## config.mk

```make
export PLATFORM = sky130hd
export DESIGN_NAME = mem_arbiter
export DESIGN_NICKNAME = d
export VERILOG_FILES = /design/src/rtl/mem_arbiter_pkg.sv /design/src/rtl/mem_arb_pick.sv /design/src/rtl/mem_arbiter.sv
export SDC_FILE = /design/constraint.sdc
export NUM_CORES = 1
export LEC_CHECK = 0
export CORE_UTILIZATION = 30
export DETAILED_ROUTE_END_ITERATION = 16
export GPL_TIMING_DRIVEN = 0
export PLACE_DENSITY_LB_ADDON = 0.3
export SETUP_SLACK_MARGIN = 0.05
export SLEW_MARGIN = 0
export SYNTH_ARGS = -nofsm -noshare
export SYNTH_HDL_FRONTEND = slang
export SYNTH_SLANG_ARGS = --single-unit
```

## constraint.sdc

```tcl
create_clock -name clk -period 1.65 [get_ports clk]
set_input_delay 0.165 -clock clk [delete_from_list [all_inputs] [get_ports clk]]
set_output_delay 0.165 -clock clk [all_outputs]
set_load 0.005 [all_outputs]
```

## src/rtl/mem_arbiter_pkg.sv

```systemverilog
// Shared types and defaults for the IFU/LSU memory-port arbiter.
package mem_arbiter_pkg;

  localparam int CPU_WIDTH  = 32;
  localparam int DEF_ADDR_W = CPU_WIDTH;
  localparam int DEF_DATA_W = CPU_WIDTH;

  typedef enum logic [1:0] {
    ST_IDLE = 2'd0,
    ST_REQ  = 2'd1,
    ST_WAIT = 2'd2
  } state_e;

  typedef enum logic {
    MST_IFU = 1'b0,
    MST_LSU = 1'b1
  } mst_e;

endpackage

```

## src/rtl/mem_arb_pick.sv

```systemverilog
// Combinational winner select between IFU and LSU requests.
// Build option MEM_ARB_RR_EN: round-robin using the last granted master;
// otherwise fixed priority with the LSU ahead of the IFU.
module mem_arb_pick
  import mem_arbiter_pkg::*;
(
  input  logic i_ifu_valid,
  input  logic i_lsu_valid,
`ifdef MEM_ARB_RR_EN
  input  mst_e i_last_grant,
`endif
  output logic o_any,
  output mst_e o_winner
);

  assign o_any = i_ifu_valid | i_lsu_valid;

  // Pick the winner; a lone requester always wins.
  always_comb begin
    o_winner = MST_IFU;
`ifdef MEM_ARB_RR_EN
    if (i_ifu_valid && i_lsu_valid) begin
      o_winner = (i_last_grant == MST_LSU) ? MST_IFU : MST_LSU;
    end else if (i_lsu_valid) begin
      o_winner = MST_LSU;
    end
`else
    if (i_lsu_valid) begin
      o_winner = MST_LSU;
    end
`endif
  end

endmodule

```

## src/rtl/mem_arbiter.sv

```systemverilog
// Shares the single memory port between IFU and LSU, one transaction in
// flight at a time. Request is captured on grant and replayed to memory
// from registers; the response is routed back to the owning master.
// Build option MEM_ARB_RR_EN selects round-robin arbitration.
module mem_arbiter
  import mem_arbiter_pkg::*;
#(
  parameter int ADDR_W = DEF_ADDR_W,
  parameter int DATA_W = DEF_DATA_W
) (
  input  logic                clk,
  input  logic                rstn,
  input  logic                ifu_req_valid,
  output logic                ifu_req_ready,
  input  logic [ADDR_W-1:0]   ifu_addr,
  output logic                ifu_rsp_valid,
  output logic [DATA_W-1:0]   ifu_rdata,
  input  logic                lsu_req_valid,
  output logic                lsu_req_ready,
  input  logic [ADDR_W-1:0]   lsu_addr,
  input  logic                lsu_wen,
  input  logic [DATA_W-1:0]   lsu_wdata,
  input  logic [DATA_W/8-1:0] lsu_wmask,
  output logic                lsu_rsp_valid,
  output logic [DATA_W-1:0]   lsu_rdata,
  output logic                mem_req_valid,
  input  logic                mem_req_ready,
  output logic [ADDR_W-1:0]   mem_addr,
  output logic                mem_wen,
  output logic [DATA_W-1:0]   mem_wdata,
  output logic [DATA_W/8-1:0] mem_wmask,
  input  logic                mem_rsp_valid,
  input  logic [DATA_W-1:0]   mem_rdata
);

  localparam int MASK_W = DATA_W / 8;

  state_e              r_state;
  state_e              w_next;
  mst_e                r_owner;
  mst_e                w_winner;
  logic                w_any;
  logic                w_accept;
  logic [ADDR_W-1:0]   r_addr;
  logic                r_wen;
  logic [DATA_W-1:0]   r_wdata;
  logic [MASK_W-1:0]   r_wmask;
`ifdef MEM_ARB_RR_EN
  mst_e                r_last_grant;
`endif

  mem_arb_pick u_pick (
    .i_ifu_valid  (ifu_req_valid),
    .i_lsu_valid  (lsu_req_valid),
`ifdef MEM_ARB_RR_EN
    .i_last_grant (r_last_grant),
`endif
    .o_any        (w_any),
    .o_winner     (w_winner)
  );

  assign w_accept = (r_state == ST_IDLE) && w_any;

  // State register; reset drops any outstanding transaction.
  always_ff @(posedge clk or negedge rstn) begin
    if (!rstn) begin
      r_state <= ST_IDLE;
    end else begin
      r_state <= w_next;
    end
  end

  // Next state: grant in IDLE, handshake in REQ, response in WAIT.
  always_comb begin
    w_next = r_state;
    case (r_state)
      ST_IDLE: if (w_any)         w_next = ST_REQ;
      ST_REQ:  if (mem_req_ready) w_next = ST_WAIT;
      ST_WAIT: if (mem_rsp_valid) w_next = ST_IDLE;
      default:                    w_next = ST_IDLE;
    endcase
  end

  // Outputs: readies only in IDLE, request in REQ, response routing in WAIT.
  always_comb begin
    ifu_req_ready = 1'b0;
    lsu_req_ready = 1'b0;
    mem_req_valid = 1'b0;
    ifu_rsp_valid = 1'b0;
    lsu_rsp_valid = 1'b0;
    case (r_state)
      ST_IDLE: begin
        ifu_req_ready = w_any && (w_winner == MST_IFU);
        lsu_req_ready = w_any && (w_winner == MST_LSU);
      end
      ST_REQ: begin
        mem_req_valid = 1'b1;
      end
      ST_WAIT: begin
        ifu_rsp_valid = mem_rsp_valid && (r_owner == MST_IFU);
        lsu_rsp_valid = mem_rsp_valid && (r_owner == MST_LSU);
      end
      default: ;
    endcase
  end

  // Capture the winning request; fetches never write.
  always_ff @(posedge clk or negedge rstn) begin
    if (!rstn) begin
      r_owner <= MST_IFU;
      r_addr  <= '0;
      r_wen   <= 1'b0;
      r_wdata <= '0;
      r_wmask <= '0;
    end else if (w_accept) begin
      r_owner <= w_winner;
      if (w_winner == MST_LSU) begin
        r_addr  <= lsu_addr;
        r_wen   <= lsu_wen;
        r_wdata <= lsu_wdata;
        r_wmask <= lsu_wmask;
      end else begin
        r_addr  <= ifu_addr;
        r_wen   <= 1'b0;
        r_wdata <= '0;
        r_wmask <= '0;
      end
    end
  end

`ifdef MEM_ARB_RR_EN
  // Remember who was granted last so ties alternate.
  always_ff @(posedge clk or negedge rstn) begin
    if (!rstn) begin
      r_last_grant <= MST_IFU;
    end else if (w_accept) begin
      r_last_grant <= w_winner;
    end
  end
`endif

  assign mem_addr  = r_addr;
  assign mem_wen   = r_wen;
  assign mem_wdata = r_wdata;
  assign mem_wmask = r_wmask;
  assign ifu_rdata = mem_rdata;
  assign lsu_rdata = mem_rdata;

endmodule

```

==> results.py <==
metrics = {
    "global_routing": {
        "grt_pass1_vias": 3004,
        "grt_use_total": 0.170,
        "grt_max_degree": 73,
        "grt_pass1_wl_um": 16300,
        "grt_antenna_before_repair": 0,
        "overflow": 0,
    },
    "clock_network": {
        "root_buffer": "clkbuf_16",
        "h-tree-depth": 3,
        "cts_tree": "built",
        "numCtsBuffers": 9,
        "clock_path_buffers": 2,
        "clk_latency_ps": 320,
        "numClockSinks": 72,
        "clk_pin_slew_worst_paths_ps": 50,
    },
    "worst_hold_path": {
        "min_from": "lsu_req_valid",
        "hold_path.class": "in2reg",
    },
    "power_and_ir_drop": {
        "leakage_nw": 2.84,
        "power_switching_mw": 2.53,
        "p_sw_frac": 0.277,
        "peakVddDrop_mv": 0.707,
        "power_density_nw_per_um2": 1410,
        "p_total_mw": 9.15,
        "seqPwrFrac": 0.333,
        "internal-power_mw": 6.62,
        "clkPwrFrac": 0.207,
        "combPwrFrac": 0.460,
    },
    "timing": {
        "tightest_slew_ps": 900,
        "fin_skew_ps": 6.21,
        "relSlewSlack": 0.400,
        "fin_ws_ps": 133,
        "fmax_ghz": 0.659,
        "finalCriticalPeriod_ps": 1520,
        "hold_viol_final": 0,
        "fin_tns_setup_ps": 0,
        "setup_viol": 0,
        "rsz0062_at_grt": "yes",
        "slew_violations": 0,
        "period_share": 0.919,
    },
    "placement": {
        "dpl.hpwl_um": 8090,
        "dp.cells": 653,
        "io_buffers": 243,
        "gp_congestion": 0.768,
        "dp_slack_ps": -209,
    },
    "critical_path": {
        "cp-end-kind": "primary output",
        "r2r-start": "r_state[0]",
        "crit_type": "reg2out",
        "critPathLaunch": "r_state[0]",
        "crit_path_start_kind": "register",
        "cp_max_fo": 10,
        "cp.arrival_ps": 1350,
        "critPathRequiredTime_ps": 1480,
    },
    "layout": {
        "drive_gt1_frac": 0.301,
        "layout.cells.non_filler": 671,
        "fill_cells": 989,
        "final_nets": 663,
        "area_growth_pct": 83.1,
        "antennaDiodeCount": 0,
        "final_util": 0.566,
    },
    "synth": {
        "syn-num-nets": 406,
        "synth_top_area_share": 0.509,
        "ys.warnings.count": 0,
        "ys_types": 20,
        "synth-async-reset-ratio": 1.00,
        "netlist_area_um2": 3540,
        "synth_edf_count": 0,
        "ys_seq_area_frac": 0.509,
        "yosys.area.top_type": "dfrtp_1",
        "syn_avg_cell_area_um2": 13.3,
        "synth_commonest_cells": "dfrtp_1, buf_4, mux2_2, a22o_1, mux2_1",
        "synth-main-ff-cell": "dfrtp_1",
        "synth.area.top_cells": "dfrtp_1, mux2_2, buf_4, a22o_1, mux2_1",
        "synth_cells": 267,
        "synth_seq_cells": 72,
        "synth.most_common_cell": "dfrtp_1",
    },
    "floorplan": {
        "start_util": 0.309,
        "pin_count": 277,
        "num_rows": 39,
        "core_um2": 11500,
        "die_w_um": 111,
        "die_h_um": 111,
        "die-area_um2": 12200,
    },
    "drt": {
        "first_pass_iters": 4,
        "ant_nets": 0,
        "drtIter0Drc": 65,
        "wl_per_cell_um": 15.4,
        "wl_um": 10300,
        "vias_per_cell": 4.30,
        "drc": 0,
        "vias": 2886,
    },
    "flow_run": {
        "drv_cap": 0,
    },
    "run_status": {
        "run_status": "finished, final reports clean",
    },
}
## logic make-up after synthesis
| family | share of synthesized area |
|---|---|
| buffers and inverters | 0.171 |
| flip-flops | 0.509 |
| multiplexers | 0.203 |
| AO/OA/AOI/OAI | 0.102 |
| AND/OR/NAND/NOR | 0.0145 |
## power by group through the flow
stage / combinational [mW] / clock, mW / sequential (mW)
floorplan: 1.65 / 0 / 3.09
global placement: 4.14 / 0 / 3.02
detailed placement: 4.22 / 0 / 3.03
CTS: 4.29 / 1.95 / 3.04
global route: 4.50 / 2.03 / 3.16
finish: 4.21 / 1.89 / 3.05
## per-stage QoR
step,instance area (µm²),hold slack (ps)
2_1_floorplan,3540,-131
3_3_place_gp,6150,476
3_5_place_dp,6150,352
4_1_cts,6480,288
5_1_grt,6490,299
6_report,6490,295
## metal layers
layer  global-route usage  share of wire  up-vias
li1                     -              -     1388
met1                0.202           0.41     1346
met2                0.299           0.52      143
met3               0.0410          0.061        9
met4               0.0551          0.012        0
met5                    0              0        -
## what timing repair did
item,CTS,global route
buffers inserted,2,0
endpoints found under the setup margin,5,1
gates resized for setup,16,1
endpoints found under the hold margin,3,0
hold buffers,1,0
pin swaps,1,0
## placed cells by master (no fill, tap or decap)
cell type,count
clkdlybuf4s50_1,237
dfrtp_1,71
buf_4,70
mux2_2,57
a22o_1,38
clkbuf_16,9
mux2_1,7
buf_6,6
buf_2,5
dlygate4sd2_1,4
clkinv_2,3
inv_1,2
nand2_1,2
clkbuf_1,2
nand2b_1,1
nor2b_4,1
and3_1,1
nor2_4,1
and2_4,1
buf_8,1
nor2_1,1
nor4b_2,1
o21ai_4,1
o21ai_0,1
a21o_1,1
clkbuf_8,1
bufinv_16,1
dlygate4sd3_1,1
dfrtp_2,1
## sequential cells by signal (all words and copies together), names as in the netlist
signal     count
mem_wen        1
r_state        2
mem_wmask      4
mem_addr      32
r_owner        1
mem_wdata     32
## final cells by class
| cell class | count | area (µm²) | area share |
|---|---|---|---|
| clock inverter | 4 | 45.0 | 0.00694 |
| sequential | 72 | 1800 | 0.278 |
| buffer | 79 | 609 | 0.0939 |
| multi-input combinational | 114 | 1150 | 0.178 |
| clock buffer | 11 | 243 | 0.0374 |
| timing repair buffer | 246 | 2440 | 0.377 |
| tap | 143 | 179 | 0.0276 |
| inverter | 2 | 7.51 | 0.00116 |
## worst max-delay path: stages (launching register included)
cell	delay, ps
dfrtp_2	450
nor2_4	130
and2_4	180
buf_8	140
buf_2	130
## path summary, 6_finish.rpt
check	slack [ps]	end	cells after the start
setup reg to reg	150	mem_addr[7]	5
min in group asynchronous	490	mem_addr[15]	2
setup / recovery	130	lsu_req_ready	4
max in group asynchronous	490	r_state[0]	2
hold reg to reg	500	mem_wdata[27]	1
hold / removal	290	mem_addr[9]	3
Note: power is estimated with default switching activity, not from simulation.
